===== config.mk =====
export PLATFORM = sky130hd
export DESIGN_NAME = dl_router
export DESIGN_NICKNAME = d
export VERILOG_FILES = /design/src/rtl/dl_router.sv
export SDC_FILE = /design/constraint.sdc
export NUM_CORES = 1
export LEC_CHECK = 0
export CAP_MARGIN = 25
export CORE_ASPECT_RATIO = 1.2
export CORE_MARGIN = 2
export CORE_UTILIZATION = 55
export CTS_CLUSTER_SIZE = 40
export DETAILED_ROUTE_END_ITERATION = 7
export DONT_BUFFER_PORTS = 1
export PLACE_DENSITY = 0.73
export SYNTH_ARGS = -nofsm -noshare
export SYNTH_HDL_FRONTEND = slang
export SYNTH_SLANG_ARGS = --single-unit

===== constraint.sdc =====
create_clock -name clk -period 5.6 [get_ports clk]
set_input_delay 0.84 -clock clk [delete_from_list [all_inputs] [get_ports clk]]
set_output_delay 0.84 -clock clk [all_outputs]
set_load 0.05 [all_outputs]

===== src/rtl/dl_router.sv =====
// Download router: steers the HPS ioctl byte stream to one of NUM_TGT memory targets.
// Define DL_CHECKSUM_EN to add the per-target 16-bit byte sum output tgt_sum.
module dl_router #(
  parameter int                   NUM_TGT   = 4,
  parameter int                   ADDR_W    = 16,
  parameter logic [NUM_TGT*6-1:0] TGT_INDEX = {6'd3, 6'd2, 6'd1, 6'd0},
  parameter logic [NUM_TGT-1:0]   RST_TGT   = 4'b0011,
  parameter int                   RST_HOLD  = 16
) (
  input  logic                        clk,
  input  logic                        reset_n,
  input  logic                        ioctl_download,
  input  logic                        ioctl_wr,
  input  logic [24:0]                 ioctl_addr,
  input  logic [7:0]                  ioctl_dout,
  input  logic [7:0]                  ioctl_index,
  output logic                        ioctl_wait,
  input  logic [NUM_TGT-1:0]          tgt_busy,
  output logic [NUM_TGT-1:0]          tgt_wr,
  output logic [ADDR_W-1:0]           tgt_addr,
  output logic [7:0]                  tgt_data,
  output logic [NUM_TGT-1:0]          tgt_active,
  output logic [NUM_TGT*ADDR_W-1:0]   tgt_mask,
  output logic [NUM_TGT-1:0]          tgt_overflow,
  output logic                        sys_reset_req,
  output logic                        dl_done
`ifdef DL_CHECKSUM_EN
  ,
  output logic [NUM_TGT*16-1:0]       tgt_sum
`endif
);

  localparam int IDX_W = (NUM_TGT > 1) ? $clog2(NUM_TGT) : 1;
  localparam int CNT_W = $clog2(RST_HOLD + 1);

  localparam logic [2:0] S_IDLE   = 3'd0;
  localparam logic [2:0] S_LOAD   = 3'd1;
  localparam logic [2:0] S_STALL  = 3'd2;
  localparam logic [2:0] S_FINISH = 3'd3;
  localparam logic [2:0] S_HOLD   = 3'd4;

  logic [2:0]        state;
  logic              dl_prev;
  logic [IDX_W-1:0]  cur;
  logic [ADDR_W-1:0] last_addr;
  logic [ADDR_W-1:0] buf_addr;
  logic [7:0]        buf_data;
  logic [CNT_W-1:0]  hold_cnt;

  logic              match_any;
  logic [IDX_W-1:0]  match_idx;
  logic              dl_rise;
  logic              start_load;
  logic              addr_ovf;
  logic [NUM_TGT-1:0] cur_onehot;
  logic [ADDR_W-1:0] new_last;
  logic              unused_index_bits;

  assign unused_index_bits = ^ioctl_index[7:6];

  // Descending scan so the lowest matching target index wins.
  always_comb begin
    match_any = 1'b0;
    match_idx = '0;
    for (int k = NUM_TGT - 1; k >= 0; k--) begin
      if (ioctl_index[5:0] == TGT_INDEX[k*6 +: 6]) begin
        match_any = 1'b1;
        match_idx = IDX_W'(k);
      end
    end
  end

  assign dl_rise    = ioctl_download & ~dl_prev;
  assign start_load = dl_rise & match_any & ((state == S_IDLE) | (state == S_HOLD));
  assign addr_ovf   = |ioctl_addr[24:ADDR_W];
  assign cur_onehot = NUM_TGT'(1) << cur;
  assign new_last   = (ioctl_addr[ADDR_W-1:0] > last_addr) ? ioctl_addr[ADDR_W-1:0] : last_addr;

  // Sets every bit below the highest set bit, giving the smallest 2^n-1 covering the address.
  function automatic logic [ADDR_W-1:0] fill_mask(input logic [ADDR_W-1:0] a);
    logic [ADDR_W-1:0] m;
    m = '0;
    for (int i = 0; i < ADDR_W; i++) m = m | (a >> i);
    return m;
  endfunction

  always_ff @(posedge clk or negedge reset_n) begin
    if (!reset_n) begin
      state         <= S_IDLE;
      dl_prev       <= 1'b0;
      cur           <= '0;
      last_addr     <= '0;
      buf_addr      <= '0;
      buf_data      <= '0;
      hold_cnt      <= '0;
      ioctl_wait    <= 1'b0;
      tgt_wr        <= '0;
      tgt_addr      <= '0;
      tgt_data      <= '0;
      tgt_active    <= '0;
      tgt_mask      <= '0;
      tgt_overflow  <= '0;
      sys_reset_req <= 1'b0;
      dl_done       <= 1'b0;
`ifdef DL_CHECKSUM_EN
      tgt_sum       <= '0;
`endif
    end else begin
      dl_prev <= ioctl_download;
      tgt_wr  <= '0;
      dl_done <= 1'b0;

      if (start_load) begin
        state                   <= S_LOAD;
        cur                     <= match_idx;
        tgt_active              <= NUM_TGT'(1) << match_idx;
        last_addr               <= '0;
        tgt_overflow[match_idx] <= 1'b0;
        if (RST_TGT[match_idx]) sys_reset_req <= 1'b1;
`ifdef DL_CHECKSUM_EN
        tgt_sum[match_idx*16 +: 16] <= '0;
`endif
      end else begin
        case (state)
          S_IDLE: state <= S_IDLE;

          S_LOAD: begin
            if (!ioctl_download) begin
              state <= S_FINISH;
            end else if (ioctl_wr) begin
              if (addr_ovf) begin
                tgt_overflow[cur] <= 1'b1;
              end else begin
                // The byte is committed here even if it has to wait in STALL.
                last_addr <= new_last;
`ifdef DL_CHECKSUM_EN
                tgt_sum[cur*16 +: 16] <= tgt_sum[cur*16 +: 16] + 16'(ioctl_dout);
`endif
                if (tgt_busy[cur]) begin
                  buf_addr   <= ioctl_addr[ADDR_W-1:0];
                  buf_data   <= ioctl_dout;
                  ioctl_wait <= 1'b1;
                  state      <= S_STALL;
                end else begin
                  tgt_wr   <= cur_onehot;
                  tgt_addr <= ioctl_addr[ADDR_W-1:0];
                  tgt_data <= ioctl_dout;
                end
              end
            end
          end

          S_STALL: begin
            if (!tgt_busy[cur]) begin
              tgt_wr     <= cur_onehot;
              tgt_addr   <= buf_addr;
              tgt_data   <= buf_data;
              ioctl_wait <= 1'b0;
              state      <= S_LOAD;
            end
          end

          S_FINISH: begin
            tgt_mask[cur*ADDR_W +: ADDR_W] <= fill_mask(last_addr);
            tgt_active <= '0;
            dl_done    <= 1'b1;
            hold_cnt   <= '0;
            state      <= sys_reset_req ? S_HOLD : S_IDLE;
          end

          S_HOLD: begin
            if (hold_cnt == CNT_W'(RST_HOLD - 1)) begin
              sys_reset_req <= 1'b0;
              state         <= S_IDLE;
            end else begin
              hold_cnt <= hold_cnt + 1'b1;
            end
          end

          default: state <= S_IDLE;
        endcase
      end
    end
  end

endmodule


* Word level (Yosys, flattened, before mapping)
Cells that the tools add are included.
** Word-level totals
- Word-level logic and storage cells :: 169
- Output and inout port bits :: 103
- Memories kept :: 0
- Latch bits :: 0
- Bits in read-only memories :: 0
- Register bits :: 154
- RAM bits :: 0
** Operators by class
- Multiplexer cells :: 71
- Reduce and logical (&&, ||, !) cells :: 24
- Bitwise gates (word level) :: 25
- Multipliers :: 0
- Equality and inequality tests :: 22
- $add $sub $neg :: 2
- Divide/modulo/power cells :: 0
- Order comparisons :: 5
- Shifts and indexed selects :: 4
** Operator list (count)
- 2-to-1 mux 16 bit :: 11
- bitwise mux 64 bit :: 1
- variable shift 16 x 34 -> 64 bit, first input constant :: 1
- variable part select 16 x 34 -> 64 bit :: 1
- 2-to-1 mux 4 bit :: 12
- 2-to-1 mux 8 bit :: 5
- negator 6 -> 34 bit :: 1
- one-hot mux 16 bit (2 select lines) :: 1
- 2-to-1 mux 3 bit :: 8
- nonzero test 2 bit :: 10
- 2-to-1 mux 1 bit :: 19
- > comparator 16 bit :: 1
- != test 2 bit, second input constant :: 8
- OR 16 x 1 -> 16 bit :: 1
- OR 16 x 10 -> 16 bit :: 1
- OR 16 x 11 -> 16 bit :: 1
- OR 16 x 12 -> 16 bit :: 1
- OR 16 x 13 -> 16 bit :: 1
- OR 16 x 14 -> 16 bit :: 1
- OR 16 x 15 -> 16 bit :: 1
- OR 16 x 2 -> 16 bit :: 1
- OR 16 x 3 -> 16 bit :: 1
- OR 16 x 4 -> 16 bit :: 1
- OR 16 x 5 -> 16 bit :: 1
- 43 further kinds :: 63

* Longest topological paths before layout
- Word-level depth :: 17
- Depth in mapped cells :: 9
- Mapped depth without buffers :: 8

* Worst setup path after synthesis
Ideal clock, no wire load.
- Path type :: in2reg
- Start :: input port ioctl_addr[1]
- End :: register last_addr[10]
- Library setup time :: 123 ps
- Required time :: 5477 ps
- Stages :: 8
- Slack :: 3205 ps
- Data arrival time :: 2271 ps
- Cells stage by stage :: ha_1 > nor2b_1 > o211ai_1 > a21oi_1 > a211oi_1 > o21ai_4 > buf_8 > mux2i_1
** Between the ends
- Longest elaborated chain between the ends :: 3
** Ends and longest elaborated chain
- start: declaration :: line 14 : input logic [24:0] ioctl_addr,
- > comparator 16 bit :: line 77 : assign new_last = (ioctl_addr[ADDR_W-1:0] > last_addr) ? ioctl_addr[ADDR_W-1:0] : last_addr;
- nonzero test 2 bit (no line)
- AND reduction 5 bit (no line)
- end signal: assignment :: line 135 : last_addr <= new_last;
- end: declaration :: line 45 : logic [ADDR_W-1:0] last_addr;
Every way passes these cells.
A chain may end at the register's enable or synchronous reset.

* Worst setup path after layout
- Start :: register last_addr[15]
- End :: register tgt_mask[1]
** Between the ends
- Longest elaborated chain between the ends :: 17
** Ends and longest elaborated chain
- OR 16 x 15 -> 16 bit :: line 83 : for (int i = 0; i < ADDR_W; i++) m = m | (a >> i);
- OR 16 x 14 -> 16 bit :: line 83
- OR 16 x 13 -> 16 bit :: line 83
- OR 16 x 12 -> 16 bit :: line 83
- OR 16 x 11 -> 16 bit :: line 83
- OR 16 x 10 -> 16 bit :: line 83
- OR 16 x 9 -> 16 bit :: line 83
- OR 16 x 8 -> 16 bit :: line 83
- OR 16 x 7 -> 16 bit :: line 83
- OR 16 x 6 -> 16 bit :: line 83
- OR 16 x 5 -> 16 bit :: line 83
- OR 16 x 4 -> 16 bit :: line 83
- OR 16 x 3 -> 16 bit :: line 83
- OR 16 x 2 -> 16 bit :: line 83
- OR 16 x 1 -> 16 bit (*) :: line 83
- variable part select 16 x 34 -> 64 bit (*) :: line 164 : tgt_mask[cur*ADDR_W +: ADDR_W] <= fill_mask(last_addr);
- bitwise mux 64 bit (*) :: line 164
- end signal: indexed assignment :: line 164
- end: declaration :: line 23 : output logic [NUM_TGT*ADDR_W-1:0] tgt_mask,
Mark *: on every way between the ends. The rest lies on a longest branch, timed or not.

==> flow_summary_export.csv <==
group,metric,value,unit
setup_path,max_stage_delay,0.42,ns
logic_synthesis,yosys.area.top_type,"dfrtp_1",
clock_tree,cts_sinks,154,
floorplan,fp.dieW,105,µm
power,irDropWorstVdd,0.261,mV
clock_tree,clk_latency,0.41,ns
drt,vias,4688,
global_routing,grt_pass1_vias,5033,
logic_synthesis,syn_area,6770,µm²
logic_synthesis,ys_top_cells_by_count,"dfrtp_1 (154), nand2_1 (108), o21ai_0 (61)",
drt,drcViolationCount,0,
logic_synthesis,seq_area_frac_synth,56.9,%
setup_path,crit_slowest_cell,"nor3_1",
floorplan,die_y,126,µm
setup_path,crit_required,5.87,ns
power,p_comb_share,12.7,%
finish,nNetsFinal,700,
sta,finalCritPeriodShare,43.9,%
logic_synthesis,synthFlopType,"dfrtp_1",
sta,setup_tns,0,ns
logic_synthesis,synth_top_area_share,56.9,%
clock_tree,cts_htree_levels,4,
place,hpwl,10.5,mm
power,p_per_area,440,nW/µm²
logic_synthesis,yosysMostFrequentCell,"dfrtp_1",
logic_synthesis,synthArstFlopShare,100,%
drt,first_iter_violations,265,
sta,rsz0062_at_grt,"no",
setup_path,critPathKind,"reg -> reg",
power,p_total,3.29,mW
drt,wl_per_cell,18.8,µm
power,p_clk_share,33.3,%
logic_synthesis,synth_warnings,0,
finish,register_area,3850,µm²
clock_tree,cts_buffers,17,
power,internal_power,2.07,mW
finish,num_antenna_cells,0,
clock_tree,cts-root-buf,"clkbuf_16",
power,p_leak,3.44,nW
job,maxCapViolCount,0,
sta,hold_ws,0.124,ns
logic_synthesis,ys_ff_latch,154,
clock_tree,post_cts_resized,0,
sta,max_slew_margin,36.4,%
status,status,"complete, no violations",
logic_synthesis,synthCells,629,
logic_synthesis,synth_edf_count,0,
logic_synthesis,synthTopCellsByArea,"dfrtp_1 (57%), nand2_1 (6.0%), mux2i_1 (5.9%)",
floorplan,die-area,13200,µm²
drt,routed_via_density,5.87,
finish,multi_input_area,2730,µm²
finish,syn_to_final_growth,10.2,%
sta,finalSetupViolations,0,
clock_tree,path_clk_slew,0.06,ns
global_routing,antenna_found_initial,0,
setup_path,crit_family,"simple AND/OR/NAND/NOR gates",
sta,finalClockSkew,0.00751,ns
drt,wl,15.0,mm
finish,drive_above_1_share,10.8,%
setup_path,worst-path-max-fanout,7,
sta,max_freq,407,MHz
power,seq_power_share,54.0,%
sta,maxSlewViolCount,0,
clock_tree,cts_buffer_depth,2,
logic_synthesis,syn_nets,704,
clock_tree,postCtsHoldBufs,0,
finish,fill_cells,958,
global_routing,grt_max_degree,155,
setup_path,crit_chain,"nor3_2 -> and4_1 -> and2_1 -> nand2_1 -> nor3_1 -> o21ai_0",
drt,ant_nets,0,
setup_path,r2r_slack,3.14,ns
sta,finalHoldViolCount,0,
logic_synthesis,synth_area_per_cell,10.8,µm²
setup_path,critPathBufInv,0,
place,gp_congestion,0.823,
floorplan,initial_core_util,56.2,%
sta,tightest_slew,0.951,ns
setup_path,cp-end-kind,"register",
floorplan,boundaryPins,152,
place,io_buffers,0,
worst_hold_path,hold_path_class,"in -> async",
sta,fin_crit,2.46,ns
clock_tree,postCtsSetupBuffers,0,
logic_synthesis,synth_cell_types,47,
global_routing,grt_pass1_wl,25.4,mm
floorplan,core-area,12100,µm²
setup_path,worstPathArrival,2.73,ns
clock_tree,cts_tree,"built",
global_routing,track_usage,24.1,%
power,p_sw,1.22,mW
drt,drt_first_pass_iters,4,
global_routing,grt-ovfl-total,0,
floorplan,rows,44,
setup_path,worstSetupStartpointType,"register",
power,swShare,37.0,%
==> through the flow <==
| step | setup WS, ns | cell area [µm²] | instances | utilization, % |
|---|---|---|---|---|
| floorplan | 3.21 | 6770 | 629 | - |
| global placement | 2.74 | 6870 | 766 | 57.0 |
| detailed placement | 2.80 | 6890 | 767 | 57.2 |
| CTS | 3.14 | 7470 | 798 | 61.9 |
| global route | 2.87 | 7470 | 798 | 61.9 |
| finish | 3.14 | 7470 | 798 | 61.9 |
==> power groups by stage <==
stage,Sequential [mW],Combinational [mW],Clock (mW)
2_1_floorplan,1.75,0.338,0
6_report,1.78,0.419,1.09
3_3_place_gp,1.79,0.389,0
4_1_cts,1.78,0.422,1.12
5_1_grt,1.79,0.478,1.16
3_5_place_dp,1.79,0.423,0
==> state kept, by name, indices dropped and copies added (netlist names), 5 cells and up <==
| signal | flops |
|---|---|
| tgt_data | 8 |
| tgt_mask | 64 |
| hold_cnt | 5 |
| tgt_addr | 16 |
| buf_data | 8 |
| last_addr | 16 |
| buf_addr | 16 |
==> layout make-up <==
| cell class | count | share of cell area, % |
|---|---|---|
| Multi-Input combinational cell | 428 | 36.5 |
| Sequential cell | 154 | 51.6 |
| Clock inverter | 10 | 1.26 |
| Clock buffer | 21 | 6.44 |
| Timing Repair Buffer | 2 | 0.369 |
| Tap cell | 161 | 2.70 |
| Inverter | 22 | 1.12 |
==> metal layers <==
metal	share of wire, %	vias to the layer above	track usage, %
met5	0	-	0
met4	1.1	0	7.37
met3	7.6	17	7.72
met2	50	155	39.5
met1	42	2337	30.5
li1	-	2179	-
==> worst paths after layout <==
path                                start  cells after the start         endpoint
max reg2reg                 last_addr[15]                      6      tgt_mask[1]
max in group asynchronous         reset_n                      0  tgt_overflow[2]
min                               reset_n                      0     tgt_mask[42]
max                         last_addr[15]                      6      tgt_mask[1]
min reg2reg                   buf_addr[0]                      2      buf_addr[0]
min in group clk           ioctl_download                      0          dl_prev
==> cell usage in the layout, fill, tap and decap left out, types with 7 or more instances in the layout <==
master | Yosys | routed
o21ai_0 | 61 | 61
a22o_1 | 12 | 12
clkbuf_16 | 0 | 17
nand4_1 | 7 | 7
nand3_1 | 13 | 13
mux2_2 | 23 | 23
ha_1 | 26 | 26
dfrtp_1 | 154 | 154
inv_1 | 21 | 21
nor2_1 | 40 | 40
nand2_1 | 108 | 108
nor3_1 | 8 | 8
a21oi_1 | 36 | 36
mux2i_1 | 40 | 40
==> cell families (layout without fill, tap and decap cells) <==
kind of cell | count (synthesis) | after routing | synth area share, %
AOI/OAI and AO/OA | 126 | 126 | 10.7
xor gates and xnor gates | 2 | 2 | 0.259
adders and majority gates | 26 | 26 | 4.80
buffers and inverters | 47 | 55 | 3.05
DFF | 154 | 154 | 56.9
muxes | 64 | 64 | 10.1
and+or+nand+nor | 210 | 210 | 14.2
Note: power is estimated with default switching activity, not from simulation.
